**src/rtl/skid_fifo_pkg.sv**
```systemverilog
// Shared constants and elaboration helpers for the skid_fifo elastic buffer.
package skid_fifo_pkg;

  localparam int unsigned STAT_WIDTH = 32;

  // Width needed to hold an occupancy value in 0..depth.
  function automatic int unsigned cnt_width(input int unsigned depth);
    return $clog2(depth + 1);
  endfunction

  // True when DEPTH is a power of two >= 2 and the almost-full threshold lies in 1..DEPTH.
  function automatic bit param_ok(input int unsigned depth, input int unsigned thresh);
    return (depth >= 2) && ((depth & (depth - 1)) == 0) &&
           (thresh >= 1) && (thresh <= depth);
  endfunction

endpackage

```
**src/rtl/skid_fifo_stats.sv**
```systemverilog
// Stall-cycle counter and occupancy high-water mark for skid_fifo.
// Compiled only when SKID_FIFO_STATS_EN is defined.
`ifdef SKID_FIFO_STATS_EN
module skid_fifo_stats
  import skid_fifo_pkg::*;
#(
  parameter int unsigned CNT_W = 3
) (
  input  logic                  clk,
  input  logic                  reset,
  input  logic                  valid_in,
  input  logic                  ready_out,
  input  logic [CNT_W-1:0]      count,
  output logic [STAT_WIDTH-1:0] stall_cycles,
  output logic [CNT_W-1:0]      max_count
);

  // Saturating stall counter plus running maximum of the occupancy register.
  always_ff @(posedge clk or posedge reset) begin
    if (reset) begin
      stall_cycles <= '0;
      max_count    <= '0;
    end else begin
      if (valid_in && !ready_out && (stall_cycles != '1))
        stall_cycles <= stall_cycles + STAT_WIDTH'(1);
      if (count > max_count)
        max_count <= count;
    end
  end

endmodule
`endif

```
**src/rtl/skid_fifo.sv**
```systemverilog
// DEPTH-entry valid/ready elastic FIFO with registered handshakes, occupancy and almost-full.
// Define SKID_FIFO_STATS_EN to add the stall_cycles / max_count statistics ports.
module skid_fifo
  import skid_fifo_pkg::*;
#(
  parameter int unsigned DATA_WIDTH   = 8,
  parameter int unsigned DEPTH        = 4,
  parameter int unsigned AFULL_THRESH = DEPTH - 1
) (
  input  logic                         clk,
  input  logic                         reset,
  input  logic                         valid_in,
  input  logic [DATA_WIDTH-1:0]        data_in,
  output logic                         ready_out,
  output logic                         valid_out,
  output logic [DATA_WIDTH-1:0]        data_out,
  input  logic                         ready_in,
  output logic [cnt_width(DEPTH)-1:0]  count,
  output logic                         almost_full
`ifdef SKID_FIFO_STATS_EN
  ,
  output logic [STAT_WIDTH-1:0]        stall_cycles,
  output logic [cnt_width(DEPTH)-1:0]  max_count
`endif
);

  localparam int unsigned CNT_W = cnt_width(DEPTH);
  localparam int unsigned PTR_W = $clog2(DEPTH);

  if (!param_ok(DEPTH, AFULL_THRESH)) begin : g_bad_params
    $error("skid_fifo: DEPTH must be a power of two >= 2 and AFULL_THRESH within 1..DEPTH");
  end

  logic [DATA_WIDTH-1:0] mem [DEPTH];
  logic [PTR_W-1:0]      wr_ptr;
  logic [PTR_W-1:0]      rd_ptr;
  logic [CNT_W-1:0]      count_q;
  logic [CNT_W-1:0]      count_nxt;
  logic                  valid_q;
  logic                  full_q;
  logic                  afull_q;
  logic                  push;
  logic                  pop;

  // Handshakes see only registered flags, so no input reaches an output combinationally.
  assign push = valid_in && ready_out;
  assign pop  = valid_q && ready_in;

  always_comb begin
    count_nxt = count_q;
    if (push && !pop)
      count_nxt = count_q + CNT_W'(1);
    else if (pop && !push)
      count_nxt = count_q - CNT_W'(1);
  end

  // Status flags are precomputed from the next count so they are plain flops.
  always_ff @(posedge clk or posedge reset) begin
    if (reset) begin
      wr_ptr  <= '0;
      rd_ptr  <= '0;
      count_q <= '0;
      valid_q <= 1'b0;
      full_q  <= 1'b0;
      afull_q <= 1'b0;
      for (int unsigned i = 0; i < DEPTH; i++)
        mem[i] <= '0;
    end else begin
      if (push) begin
        mem[wr_ptr] <= data_in;
        wr_ptr      <= wr_ptr + PTR_W'(1);
      end
      if (pop)
        rd_ptr <= rd_ptr + PTR_W'(1);
      count_q <= count_nxt;
      valid_q <= (count_nxt != '0);
      full_q  <= (count_nxt == CNT_W'(DEPTH));
      afull_q <= (count_nxt >= CNT_W'(AFULL_THRESH));
    end
  end

  assign ready_out   = !full_q && !reset;
  assign valid_out   = valid_q;
  assign data_out    = mem[rd_ptr];
  assign count       = count_q;
  assign almost_full = afull_q;

`ifdef SKID_FIFO_STATS_EN
  skid_fifo_stats #(
    .CNT_W (CNT_W)
  ) u_stats (
    .clk          (clk),
    .reset        (reset),
    .valid_in     (valid_in),
    .ready_out    (ready_out),
    .count        (count_q),
    .stall_cycles (stall_cycles),
    .max_count    (max_count)
  );
`endif

endmodule

```
**config.mk**
```make
export PLATFORM = sky130hd
export DESIGN_NAME = skid_fifo
export DESIGN_NICKNAME = d
export VERILOG_FILES = /design/src/rtl/skid_fifo_pkg.sv /design/src/rtl/skid_fifo_stats.sv /design/src/rtl/skid_fifo.sv
export SDC_FILE = /design/constraint.sdc
export NUM_CORES = 1
export LEC_CHECK = 0
export ABC_AREA = 1
export ABC_CLOCK_PERIOD_IN_PS = 1400
export CAP_MARGIN = 20
export CORE_MARGIN = 2
export CORE_UTILIZATION = 40
export DETAILED_ROUTE_END_ITERATION = 10
export GPL_TIMING_DRIVEN = 0
export SLEW_MARGIN = 25
export SYNTH_ARGS = -nofsm -noshare
export SYNTH_HDL_FRONTEND = slang
export SYNTH_HIERARCHICAL = 1
export SYNTH_SLANG_ARGS = --single-unit
```
**constraint.sdc**
```tcl
create_clock -name clk -period 1.4 [get_ports clk]
set_input_delay 0.28 -clock clk [delete_from_list [all_inputs] [get_ports clk]]
set_output_delay 0.28 -clock clk [all_outputs]
set_load 0.05 [all_outputs]
```
After elaboration in Yosys (flattened, before gate mapping)
Index checks and enable logic that the tools add are counted.

Flip-flop bits (word level): 42. Bits of input ports: 12. Output and inout port bits: 14. Word-level logic and storage cells: 40.

Add/subtract/negate cells: 4. Order comparisons: 4. Equality and inequality tests: 1. Multiplexer cells: 8. Bitwise operators: 2. Reduce and logical (&&, ||, !) cells: 11.

Operator list (count): $bwmux W32 (1); $mux W8 (3); $bmux W8 S2 (1); $demux W8 S2 (1); $ge A3 B3 Y1 const B (2); $logic_and A1 B1 Y1 (6); $mux W3 (2); $not A2 Y3 (2); $add A2 B1 Y2 const B (2); $logic_not A1 Y1 (4); $add A3 B1 Y3 const B (1); $eq A3 B3 Y1 const B (1); $ge A3 B2 Y1 const B (1); $lt A3 B1 Y1 const B (1); $reduce_bool A3 Y1 (1); $sub A3 B1 Y3 const B (1).

Logic depth before layout (Yosys ltp)
Depth in word-level cells: 8. Depth in mapped cells: 9. Gate-level depth less buffers: 9.

Least setup slack after synthesis
Ideal clock, no wire load.

Kind: register to output. From: register rd_ptr[0]. To: output port data_out[1]. Data arrival time: 1.652 ns. Required time: 1.120 ns. Setup slack: -0.532 ns. Cell stages (with the launch flop): 6. Buffers on the path: 2. Cell sequence: dfrtp_1 > buf_2 > inv_1 > buf_2 > o21ai_0 > o22ai_1.

Cells in the longest elaborated chain, start to end: 4.

Ends and longest elaborated chain: start, declared (line skid_fifo.sv:36) `logic [PTR_W-1:0] rd_ptr;`; start signal, assigned (line skid_fifo.sv:74) `rd_ptr <= rd_ptr + PTR_W'(1);`; $not A2 Y3 (not written as such) (line skid_fifo.sv:84) `assign data_out = mem[rd_ptr];`; $bmux W8 S2 (line skid_fifo.sv:84); $mux W8 (not written as such) (2 in a row) (line skid_fifo.sv:84); end, declared (line skid_fifo.sv:16) `output logic [DATA_WIDTH-1:0] data_out,`.

No other way between the ends. The select of a mux whose other input is x is not followed.

Final worst setup path
From: register rd_ptr[0]. To: output port data_out[5].

Same word-level chain as after synthesis.

==> flow_summary.toml <==
[run_status]
outcome = "complete, but fails checks"
failed_checks = "setup timing"

[sta]
tightest_slew_ns = 0.374
final.period_utilization_pct = 120
maxSlewViolCount = 0
hold_violations = 0
fin_skew_ns = 0.00536
finalSetupViolCount = 8
setup-tns-final_ns = -2.17
max_freq_mhz = 596
worst_hold_slack_ns = 0.0290
slew_headroom_pct = 75.1
setup_slack_ns = -0.277
timing.final.crit_period_ns = 1.68
rsz_0062_raised_after_global_routing = "yes"

[cts]
cts_buffer_depth = 2
cts_tree = "done"
cts_inserted_buffers = 5
cts.sink_count = 42
cts_max_level = 2
clkLatencyLatePin_ns = 0.30
clock-root-buffer = "sky130_fd_sc_hd__clkbuf_8"
post_cts_hold_buffers = 0
cts.clk_slew.worst_paths_ns = 0.08

[run]
timing.max_cap.violations = 0

[layout]
area_growth_from_synthesis_to_layout_pct = 42.7
drive_gt1_share_pct = 39.9
antenna_cells_inserted = 0
stdcell_area_um2 = 2900
final_nets = 285

[floorplanning]
area_inside_the_core_boundary_um2 = 4820
num_io_pins = 26
die_width_um = 75.3
initial_utilization_pct = 42.2
die_height_um = 75.3
die_area_um2 = 5670
fp-row-count = 25

[worst_setup_path]
reg2reg_depth = 7
cp_common_cell = "sky130_fd_sc_hd__buf_6"
r2r_start = "full_q"
worst_setup_path_start_kind = "flip-flop"
crit_path_end_kind = "primary output"
timing.critical_path.fanout_max = 6
cp_cell_sequence = "buf_6, inv_8, buf_8, nor2_2, o22ai_4, buf_6"
cp_slowest_cell = "sky130_fd_sc_hd__dfrtp_1"
critical_path.reg2reg.endpoint = "mem[1]"
setup.reg_to_reg.worst_slack_ns = 0.09
setup.worst_path.end = "data_out[5]"
critPathMaxStageDelay_ns = 0.38
crit_path_start = "rd_ptr[0]"
required_ns = 1.12
arrival_worst_endpoint_ns = 1.40
ws_path_type = "flip-flop to primary output"

[place]
post-dp-hpwl_mm = 3.08
placed_cell_area_um2 = 2520
gp_routability_congestion = 0.728
portBuffers = 25

[yosys]
netlist_area_um2 = 2030
mappedNetlistNets = 242
post_synth.cell_area_avg_um2 = 9.07
netlist_top_cells_area = "sky130_fd_sc_hd__dfrtp_1, sky130_fd_sc_hd__nand2_1, sky130_fd_sc_hd__o21ai_1"
syn-instance-count = 224
yosysUniqueCellTypes = 22
ys_seq_area_share_pct = 51.7
netlist.area_leader.share_pct = 51.7
synthesis.yosys.warnings = 6
post_synthesis_register_bit_count = 42
post-synth-top-area-cell = "sky130_fd_sc_hd__dfrtp_1"

[global_route]
grt_pass1_vias = 1637
grt_remaining_overflow = 0
grt_max_degree = 28
grt_antenna_before_repair = 0
grt_pass1_wl_mm = 8.11
track_usage_pct = 20.1

[min_path]
hold_path.class = "input pin to asynchronous set/reset pin"

[route]
drt_pre_antenna_iters = 4
detailroute.via_count = 1604
wl_met1_mm = 2.28
detail_route.drc_violations = 0
route.met2.wl_mm = 2.31
drt_iter0_drc = 62
wl_mm = 4.89
antenna_violating_nets_post_route = 0
viasPerCell = 4.79
post_drt_wl_per_cell_um = 14.6
wl_met3_um = 213
top_layer_used = "met4"
[per-layer routing]
metal,up-vias,global-route usage [%]
li1,816,-
met1,751,27.4
met2,30,31.3
met3,7,3.61
met4,0,9.16
met5,-,0
[final cells by class]
| cell class | instances | area [um^2] |
|---|---|---|
| fill | 437 | 1920 |
| timing repair buffer | 37 | 390 |
| clock buffer | 8 | 80.1 |
| sequential | 42 | 1060 |
| buffer | 7 | 96.3 |
| tap | 67 | 83.8 |
| inverter | 22 | 100 |
| multi-input combinational | 152 | 1090 |
[state kept, by name, indices dropped and copies added, names as in the netlist]
signal,cells
wr_ptr,2
count,3
rd_ptr,2
mem,32
valid_out,1
almost_full,1
full_q,1
[synthesized netlist by cell type]
master                     instances
sky130_fd_sc_hd__nand2_1          49
sky130_fd_sc_hd__dfrtp_1          42
sky130_fd_sc_hd__o21ai_1          24
sky130_fd_sc_hd__nor2_1           21
sky130_fd_sc_hd__inv_1            20
sky130_fd_sc_hd__o21ai_0          17
sky130_fd_sc_hd__o21ai_2           8
sky130_fd_sc_hd__o22ai_1           8
sky130_fd_sc_hd__ha_1              6
sky130_fd_sc_hd__nand2_4           6
sky130_fd_sc_hd__nand3_1           5
sky130_fd_sc_hd__buf_6             4
sky130_fd_sc_hd__buf_2             2
sky130_fd_sc_hd__clkbuf_1          2
sky130_fd_sc_hd__nand2_2           2
sky130_fd_sc_hd__xor2_1            2
sky130_fd_sc_hd__inv_2             1
sky130_fd_sc_hd__inv_8             1
sky130_fd_sc_hd__nand3_4           1
sky130_fd_sc_hd__nand3b_1          1
sky130_fd_sc_hd__nand4_1           1
sky130_fd_sc_hd__nor2_4            1
[cell usage in the layout, fill, tap and decap left out, types with 2 or more instances in the layout]
cell type	n
sky130_fd_sc_hd__nand2_4	6
sky130_fd_sc_hd__o21ai_1	24
sky130_fd_sc_hd__buf_4	9
sky130_fd_sc_hd__nand3_1	4
sky130_fd_sc_hd__dfrtp_1	38
sky130_fd_sc_hd__inv_1	16
sky130_fd_sc_hd__o21ai_2	17
sky130_fd_sc_hd__buf_6	15
sky130_fd_sc_hd__o21ai_0	2
sky130_fd_sc_hd__nor2_1	5
sky130_fd_sc_hd__clkdlybuf4s50_1	10
sky130_fd_sc_hd__inv_8	2
sky130_fd_sc_hd__dfrtp_2	4
sky130_fd_sc_hd__clkdlybuf4s15_2	4
sky130_fd_sc_hd__inv_2	3
sky130_fd_sc_hd__nor2_2	15
sky130_fd_sc_hd__ha_1	6
sky130_fd_sc_hd__o22ai_4	8
sky130_fd_sc_hd__clkbuf_1	3
sky130_fd_sc_hd__o21ai_4	6
sky130_fd_sc_hd__clkbuf_8	5
sky130_fd_sc_hd__nor2_4	2
sky130_fd_sc_hd__nand2_2	3
sky130_fd_sc_hd__nand2_1	48
sky130_fd_sc_hd__xor2_1	2
[critical path: cells and delay by family, from the launching register on]
family | cells | cell delay (ns)
buffers and inverters | 4 | 0.53
DFF | 1 | 0.38
AOI/OAI and AO/OA | 1 | 0.15
and+or+nand+nor | 1 | 0.05
[how the worst min path moves through the flow]
stage / cells after the start / to / slack (ns)
floorplan: 2 / mem[13] / 0.45
global placement: 2 / mem[20] / 0.46
detailed placement: 2 / mem[20] / 0.46
CTS: 2 / almost_full / 0.37
global route: 2 / count[2] / 0.06
finish: 2 / count[2] / 0.03
[kinds of logic after synthesis]
group,count (synthesis),synth area share [%]
simple gates,87,20.2
compound gates,57,16.0
flops,42,51.7
buf+inv,30,7.51
fa+ha+maj,6,3.69
xor+xnor,2,0.862
[timing repair]
| item | 4_1_cts | 5_1_grt |
|---|---|---|
| resized for setup | 138 | 5 |
| gates cloned | 1 | 0 |
| setup buffers | 9 | 1 |
| setup endpoints to repair | 14 | 24 |
| pin swaps | 9 | 3 |
[metrics by stage]
stage	utilization, %	instances	worst slack, ns
3_5_place_dp	52.3	317	-0.759
4_1_cts	59.9	334	-0.281
3_3_place_gp	51.9	316	-1.02
2_1_floorplan	-	224	-0.00296
5_1_grt	60.2	335	-0.344
6_report	60.2	335	-0.277
Power is left out: the tool's default activity adds up to more than one toggle a clock period on the data nets, which glitch-free logic cannot reach.
